$ cat config.mk
export PLATFORM = sky130hd
export DESIGN_NAME = bbq_wtime_calc_flat
export DESIGN_NICKNAME = d
export VERILOG_FILES = /design/src/rtl/bbq_wtime_calc_pkg.sv /design/src/rtl/bbq_wtime_calc_if.sv /design/src/rtl/bbq_serial_div.sv /design/src/rtl/bbq_wtime_calc.sv /design/src/flat_wrapper.sv
export SDC_FILE = /design/constraint.sdc
export NUM_CORES = 1
export LEC_CHECK = 0
export CAP_MARGIN = 20
export CELL_PAD_IN_SITES_DETAIL_PLACEMENT = 0
export CELL_PAD_IN_SITES_GLOBAL_PLACEMENT = 1
export CORE_ASPECT_RATIO = 0.9
export CORE_MARGIN = 1
export CORE_UTILIZATION = 25
export DETAILED_ROUTE_END_ITERATION = 10
export GPL_TIMING_DRIVEN = 0
export PLACE_DENSITY = 0.53
export SETUP_SLACK_MARGIN = 0.02
export SYNTH_ARGS = -nofsm -noshare
export SYNTH_HDL_FRONTEND = slang
export SYNTH_SLANG_ARGS = --single-unit
$ cat constraint.sdc
create_clock -name clk -period 5.5 [get_ports clk]
set_clock_uncertainty 0.15 [all_clocks]
set_input_delay 0.55 -clock clk [delete_from_list [all_inputs] [get_ports clk]]
set_output_delay 0.55 -clock clk [all_outputs]
set_load 0.01 [all_outputs]
$ cat src/rtl/bbq_wtime_calc_pkg.sv
// Shared types and helpers for the bank-queue wait-time calculator.
package bbq_pkg;

   // Controller state encoding
   typedef enum logic [1:0] {
      ST_IDLE = 2'd0,
      ST_DIV  = 2'd1,
      ST_DONE = 2'd2
   } state_e;

   localparam int unsigned DEFAULT_SERVICE_TIME = 3;

   // Numerator width: SERVICE_TIME*(P+T-1) always fits in this many bits
   function automatic int unsigned calc_num_w(input int unsigned pcount_w,
                                              input int unsigned tcount_w,
                                              input int unsigned service_time);
      return pcount_w + tcount_w + $clog2(service_time + 1);
   endfunction

endpackage

$ cat src/rtl/bbq_wtime_calc_if.sv
// Start/done handshake between the queue counters and the wait-time calculator.
interface bbq_wtime_calc_if #(
   parameter int unsigned PCOUNT_W = 3,
   parameter int unsigned TCOUNT_W = 2,
   parameter int unsigned WTIME_W  = 5
) ();

   logic                start;
   logic [PCOUNT_W-1:0] pcount;
   logic [TCOUNT_W-1:0] tcount;
   logic                busy;
   logic                done;
   logic [WTIME_W-1:0]  wtime;
   logic                sat;

   modport master (
      output start, pcount, tcount,
      input  busy, done, wtime, sat
   );

   modport slave (
      input  start, pcount, tcount,
      output busy, done, wtime, sat
   );

endinterface

$ cat src/rtl/bbq_serial_div.sv
// Generic serial restoring divider, one quotient bit per step, MSB first.
// The load cycle performs the first step directly on the num/den inputs, so
// count_done rises after NUM_W steps counting the load.
module bbq_serial_div #(
   parameter int unsigned NUM_W = 7,
   parameter int unsigned D_W   = 2
) (
   input  logic             clk,
   input  logic             rst,
   input  logic             load,
   input  logic             step,
   input  logic [NUM_W-1:0] num,
   input  logic [D_W-1:0]   den,
   output logic [NUM_W-1:0] quotient,
   output logic             count_done
);

   localparam int unsigned CNT_W = $clog2(NUM_W + 1);
   localparam int unsigned R_W   = D_W + 1;

   logic [NUM_W-1:0] n_q, q_q;
   logic [D_W-1:0]   d_q;
   logic [R_W-1:0]   rem_q;
   logic [CNT_W-1:0] cnt_q;

   logic [NUM_W-1:0] src_n_c, src_q_c;
   logic [D_W-1:0]   src_d_c;
   logic [R_W-1:0]   src_rem_c, rem_nxt_c;
   logic [R_W:0]     rem_sh_c, den_ext_c;
   logic             qbit_c;
   logic [CNT_W-1:0] cnt_nxt_c;

   // One restoring step on either fresh operands (load) or the running state
   always_comb begin
      src_n_c   = load ? num : n_q;
      src_d_c   = load ? den : d_q;
      src_rem_c = load ? '0  : rem_q;
      src_q_c   = load ? '0  : q_q;
      rem_sh_c  = {src_rem_c, src_n_c[NUM_W-1]};
      den_ext_c = (R_W+1)'(src_d_c);
      qbit_c    = (rem_sh_c >= den_ext_c);
      rem_nxt_c = qbit_c ? R_W'(rem_sh_c - den_ext_c) : R_W'(rem_sh_c);
      cnt_nxt_c = load ? CNT_W'(1) : cnt_q + CNT_W'(1);
   end

   // Divider datapath registers
   always_ff @(posedge clk) begin
      if (rst) begin
         n_q        <= '0;
         d_q        <= '0;
         rem_q      <= '0;
         q_q        <= '0;
         cnt_q      <= '0;
         count_done <= 1'b0;
      end else if (load || step) begin
         n_q        <= src_n_c << 1;
         d_q        <= src_d_c;
         rem_q      <= rem_nxt_c;
         q_q        <= (src_q_c << 1) | NUM_W'(qbit_c);
         cnt_q      <= cnt_nxt_c;
         count_done <= (cnt_nxt_c == CNT_W'(NUM_W));
      end
   end

   assign quotient = q_q;

endmodule

$ cat src/rtl/bbq_wtime_calc.sv
// Wait-time calculator: wtime = floor(SERVICE_TIME*(P+T-1)/T), saturated to
// WTIME_W bits. Zero people or zero tellers bypass the divider with result 0.
// Optional macro BBQ_WTIME_CACHE_EN: a repeated (pcount,tcount) pair re-pulses
// done with the held result instead of dividing again.
module bbq_wtime_calc
   import bbq_pkg::*;
#(
   parameter int unsigned PCOUNT_W     = 3,
   parameter int unsigned TCOUNT_W     = 2,
   parameter int unsigned SERVICE_TIME = DEFAULT_SERVICE_TIME,
   parameter int unsigned WTIME_W      = 5,
   parameter int unsigned NUM_W        = calc_num_w(PCOUNT_W, TCOUNT_W, SERVICE_TIME)
) (
   input logic             clk,
   input logic             rst,
   bbq_wtime_calc_if.slave bus
);

   localparam logic [1:0] IDLE = ST_IDLE;
   localparam logic [1:0] DIV  = ST_DIV;
   localparam logic [1:0] DONE = ST_DONE;

   localparam int unsigned CMP_W = (NUM_W > WTIME_W) ? NUM_W : WTIME_W;

   logic [1:0]          state, state_nxt;
   logic [PCOUNT_W-1:0] pcount_c;
   logic [TCOUNT_W-1:0] tcount_c;
   logic [NUM_W-1:0]    num_c;
   logic [NUM_W-1:0]    quotient;
   logic                div_done;
   logic                div_load_c, div_step_c;
   logic                res_upd_c, res_sat_c, sat_c, hit_c;
   logic [WTIME_W-1:0]  res_wtime_c;
   logic [CMP_W-1:0]    q_ext_c, wmax_c;

   logic                busy_q, done_q, sat_q;
   logic [WTIME_W-1:0]  wtime_q;

   assign pcount_c = bus.pcount;
   assign tcount_c = bus.tcount;
   assign num_c    = NUM_W'(SERVICE_TIME) *
                     (NUM_W'(pcount_c) + NUM_W'(tcount_c) - NUM_W'(1));

   bbq_serial_div #(
      .NUM_W (NUM_W),
      .D_W   (TCOUNT_W)
   ) u_div (
      .clk        (clk),
      .rst        (rst),
      .load       (div_load_c),
      .step       (div_step_c),
      .num        (num_c),
      .den        (tcount_c),
      .quotient   (quotient),
      .count_done (div_done)
   );

   // Clip the quotient to the display width
   always_comb begin
      q_ext_c = CMP_W'(quotient);
      wmax_c  = CMP_W'({WTIME_W{1'b1}});
      sat_c   = (q_ext_c > wmax_c);
   end

`ifdef BBQ_WTIME_CACHE_EN
   logic [PCOUNT_W-1:0] last_p_q;
   logic [TCOUNT_W-1:0] last_t_q;
   logic                cache_vld_q;

   assign hit_c = cache_vld_q && (pcount_c == last_p_q) && (tcount_c == last_t_q);

   // Remember the pair being computed; it becomes valid once its result lands
   always_ff @(posedge clk) begin
      if (rst) begin
         last_p_q    <= '0;
         last_t_q    <= '0;
         cache_vld_q <= 1'b0;
      end else if ((state == IDLE) && bus.start && !hit_c) begin
         last_p_q    <= pcount_c;
         last_t_q    <= tcount_c;
         cache_vld_q <= 1'b0;
      end else if (res_upd_c) begin
         cache_vld_q <= 1'b1;
      end
   end
`else
   assign hit_c = 1'b0;
`endif

   // Next-state and datapath control
   always_comb begin
      state_nxt   = state;
      div_load_c  = 1'b0;
      div_step_c  = 1'b0;
      res_upd_c   = 1'b0;
      res_wtime_c = '0;
      res_sat_c   = 1'b0;
      case (state)
         IDLE: begin
            if (bus.start) begin
               if (hit_c) begin
                  state_nxt = DONE;
               end else if ((pcount_c == '0) || (tcount_c == '0)) begin
                  state_nxt = DONE;
                  res_upd_c = 1'b1;
               end else begin
                  state_nxt  = DIV;
                  div_load_c = 1'b1;
               end
            end
         end
         DIV: begin
            if (div_done) begin
               state_nxt   = DONE;
               res_upd_c   = 1'b1;
               res_sat_c   = sat_c;
               res_wtime_c = sat_c ? '1 : WTIME_W'(q_ext_c);
            end else begin
               div_step_c = 1'b1;
            end
         end
         DONE:    state_nxt = IDLE;
         default: state_nxt = IDLE;
      endcase
   end

   // State register
   always_ff @(posedge clk) begin
      if (rst) state <= IDLE;
      else     state <= state_nxt;
   end

   // Registered handshake outputs and result hold
   always_ff @(posedge clk) begin
      if (rst) begin
         busy_q  <= 1'b0;
         done_q  <= 1'b0;
         wtime_q <= '0;
         sat_q   <= 1'b0;
      end else begin
         busy_q <= (state_nxt != IDLE);
         done_q <= (state_nxt == DONE);
         if (res_upd_c) begin
            wtime_q <= res_wtime_c;
            sat_q   <= res_sat_c;
         end
      end
   end

   assign bus.busy  = busy_q;
   assign bus.done  = done_q;
   assign bus.wtime = wtime_q;
   assign bus.sat   = sat_q;

endmodule

$ cat src/flat_wrapper.sv
// flat-port wrapper written by rule: the top's interface ports become plain ports
module bbq_wtime_calc_flat import bbq_pkg::*;
#(
   parameter int unsigned PCOUNT_W     = 3,
   parameter int unsigned TCOUNT_W     = 2,
   parameter int unsigned SERVICE_TIME = DEFAULT_SERVICE_TIME,
   parameter int unsigned WTIME_W      = 5,
   parameter int unsigned NUM_W        = calc_num_w(PCOUNT_W, TCOUNT_W, SERVICE_TIME)
)
  (clk, rst, bus_start, bus_pcount, bus_tcount, bus_busy, bus_done, bus_wtime, bus_sat);
  bbq_wtime_calc_if #(.PCOUNT_W(PCOUNT_W), .TCOUNT_W(TCOUNT_W), .WTIME_W(WTIME_W)) bus_i ();
  input logic clk;
  input logic rst;
  input wire logic [$bits(bus_i.start)-1:0] bus_start;
  input wire logic [$bits(bus_i.pcount)-1:0] bus_pcount;
  input wire logic [$bits(bus_i.tcount)-1:0] bus_tcount;
  output wire logic [$bits(bus_i.busy)-1:0] bus_busy;
  output wire logic [$bits(bus_i.done)-1:0] bus_done;
  output wire logic [$bits(bus_i.wtime)-1:0] bus_wtime;
  output wire logic [$bits(bus_i.sat)-1:0] bus_sat;
  assign bus_i.start = bus_start;
  assign bus_i.pcount = bus_pcount;
  assign bus_i.tcount = bus_tcount;
  assign bus_busy = bus_i.busy;
  assign bus_done = bus_i.done;
  assign bus_wtime = bus_i.wtime;
  assign bus_sat = bus_i.sat;
  bbq_wtime_calc #(.PCOUNT_W(PCOUNT_W), .TCOUNT_W(TCOUNT_W), .SERVICE_TIME(SERVICE_TIME), .WTIME_W(WTIME_W), .NUM_W(NUM_W)) u_core (.clk(clk), .rst(rst), .bus(bus_i));
endmodule
==> impl_metrics.csv <==
group,metric,value,unit
drt,postRouteAntennaNets,0,
sta,max_freq,211,MHz
yosys,synth-edff-count,0,
floorplan,rows,27,
critical_path,cp-start-kind,"primary input",
power_and_ir_drop,p_int,0.484,mW
placed_design,place_hpwl,2770,um
global_routing,antenna_found_initial,0,
cts,cts-root-buf,"clkbuf_8",
finish,syn_to_final_growth,22.9,%
yosys,synth_cells,198,
cts,clk_pin_slew,0.07,ns
yosys,avgSynthCellArea,8.50,um^2
yosys,synthesis.area,0.00168,mm^2
critical_path,critPathArrivalTime,4.79,ns
sta,setup_slack,0.761,ns
cts,clk_path_buf_depth,2,
power_and_ir_drop,sw_frac_of_total,0.283,
power_and_ir_drop,irDropWorstVdd,105,uV
cts,clock_insertion_delay_worst_skew,0.28,ns
finish,stdcell_area,0.00207,mm^2
cts,cts_made_buffers,5,
power_and_ir_drop,power,0.675,mW
cts,cts-resized-gates,0,
cts,htree_levels,2,
yosys,synth_nets,219,
drt,num_vias,1357,
finish,drive_gt1_frac,0.0860,
sta,final.min_clock_period,4.74,ns
yosys,synth_ff_type,"dfxtp_1",
outcome,status,"finished, final reports clean",
finish,finalNetCount,241,
global_routing,grt_overflow,0,
floorplan,die_h,79.8,um
sta,setup_violations,0,
floorplan,fp.coreArea,0.00632,mm^2
drt,wirelength,3680,um
power_and_ir_drop,p_leak,0.806,nW
cts,clock_sinks,32,
global_routing,grt_pass1_vias,1356,
cts,cts_hold_buf,0,
floorplan,ios,16,
critical_path,crit_top_cell,"ha_1",
sta,tns,0,ns
floorplan,die_w,88.5,um
power_and_ir_drop,combPwrFrac,0.254,
sta,maxSlewViolCount,0,
floorplan,initial_core_util,0.266,
yosys,yosysUniqueCellTypes,37,
placed_design,port_buffers,15,
flow_run,cap_violations,0,
cts,cts_setup_buffers,0,
yosys,synthArstFlopShare,0,
sta,timing.final.hold_violations,0,
floorplan,die_area,0.00706,mm^2
yosys,ys_warn_count,0,
drt,routedWlPerCell,12.0,um
drt,drc,0,
critical_path,slowest_stage,"fa_1",
placed_design,dp_slack,0.417,ns
critical_path,crit_path_cell_trace,"clkdlybuf4s50_1 > ha_1 > inv_1 > fa_1 > ha_1 > inv_1 > xnor2_1 > ha_1 > a211oi_1 > o211ai_1 > nand3_1 > o21ai_0 > ha_1 > fa_1 > o211a_4 > mux2_4 > a211oi_2",
drt,vias_per_cell,4.41,
sta,whs,0.307,ns
power_and_ir_drop,power_per_cell_area,326,mW/mm^2
cts,cts_tree,"built",
critical_path,worstPathRequired,5.56,ns
placed_design,place_inst,300,
finish,fin_cells,308,
sta,relSlewSlack,0.521,
critical_path,critPathCaptureType,"flip-flop",
power_and_ir_drop,pwr-share-clk,0.367,
sta,fin_crit_sh,0.862,
critical_path,path_max_fanout,4,
finish,n_antenna_cell,0,
global_routing,grt_max_degree,11,
critical_path,critical_path_class,"in2reg",
placed_design,post_dp_cell_area,0.00194,mm^2
sta,rsz0062_at_grt,"false",
global_routing,grt_pass1_wl,6490,um
global_routing,grt_use_total,0.123,
power_and_ir_drop,power_switching,0.191,mW
placed_design,gp_congestion,0.709,
power_and_ir_drop,seqPwrFrac,0.379,
sta,worstMarginPinSlew,0.711,ns
drt,drt_iter0_markers,46,
yosys,ys_seq_area_frac,0.381,
yosys,ys_ff_latch,32,
critical_path,max_stage_delay,0.56,ns
finish,utilization,0.327,
hold_path,hold_path.class,"reg2reg",
drt,drt_pass1_iterations,4,
cells in the final DEF, fill, tap and decap left out, types with 2 or more instances in the layout:
cell type and count:
nor3b_2 2, nor2b_1 3, inv_1 11, xnor2_1 5, nand2b_1 3, dfxtp_1 32, buf_2 3, fa_1 3
clkbuf_8 7, a21oi_1 17, clkdlybuf4s50_1 15, nand2_1 42, a31oi_1 6, xor2_1 5, nor2_1 17, and3_1 3
ha_1 10, a21o_1 2, o211ai_1 2, clkbuf_1 6, o21ai_0 3, a211oi_1 6
worst paths after layout:
kind | cells past startpoint | to | start | slack (ns)
max reg2reg | 9 | u_core.u_div.rem_q[1] | u_core.state[1] | 2.50
min | 2 | u_core.bus.sat | u_core.bus.sat | 0.31
min reg2reg | 2 | u_core.bus.sat | u_core.bus.sat | 0.31
max | 17 | u_core.u_div.rem_q[1] | bus_tcount[0] | 0.76
kinds of logic after synthesis:
logic type,after synthesis,synth area share
xor gates and xnor gates,10,0.0520
DFF,32,0.381
buffers and inverters,20,0.0468
muxes,2,0.0149
and+or+nand+nor,77,0.210
AOI/OAI and AO/OA,44,0.186
adders and majority gates,13,0.110
cell type report:
| type | count | area, um^2 |
|---|---|---|
| buffer | 9 | 37.5 |
| clock buffer | 7 | 96.3 |
| clock inverter | 1 | 30.0 |
| fill | 684 | 4250 |
| inverter | 11 | 41.3 |
| multi-input combinational | 146 | 963 |
| sequential | 32 | 641 |
| tap | 87 | 109 |
| timing repair buffer | 15 | 150 |
critical path: cells and delay by family:
family | cells | cell delay [ns]
adder cells (fa/ha/maj) | 6 | 1.90
AO/OA/AOI/OAI | 5 | 0.91
buffers and inverters | 3 | 0.70
XOR/XNOR | 1 | 0.30
multiplexers | 1 | 0.30
AND/OR/NAND/NOR | 1 | 0.13
registers in the layout, summed over array words and instances (netlist names), 2 cells and up:
signal,cells
u_core.u_div.quotient,7
u_core.state,2
u_core.u_div.cnt_q,3
u_core.u_div.rem_q,3
u_core.bus.wtime,5
u_core.u_div.d_q,2
u_core.u_div.n_q,6
cell usage after synthesis (2+ instances only):
cell type / number / share of area
a31oi_1: 6 / 0.022
a21o_1: 2 / 0.0089
nor3b_2: 2 / 0.015
xor2_1: 5 / 0.026
nand2_1: 42 / 0.094
nor2b_1: 3 / 0.011
a21oi_1: 17 / 0.051
dfxtp_1: 32 / 0.38
fa_1: 3 / 0.036
nor2_1: 17 / 0.038
xnor2_1: 5 / 0.026
a211oi_1: 6 / 0.027
o211ai_1: 2 / 0.0089
clkbuf_1: 6 / 0.013
ha_1: 10 / 0.074
and3_1: 3 / 0.011
nand2b_1: 3 / 0.011
o21ai_0: 3 / 0.0089
inv_1: 11 / 0.025
buf_2: 3 / 0.0089
power groups by stage:
stage                     clock network, mW  registers (mW)  logic [mW]
final                                 0.248           0.256       0.171
after global routing                  0.268           0.258       0.197
after CTS                             0.255           0.256       0.174
after detailed placement                  0           0.262       0.172
after global placement                    0           0.261       0.174
after floorplan                           0           0.260       0.131
per-layer routing:
metal  routed length (um)  track usage  vias up
met4                   40       0.0387        0
met5                    0            0        -
li1                     -            -      717
met3                  101       0.0434        4
met1                 1970        0.161      625
met2                 1570        0.188       11
Power figures use the tool's default switching activity.
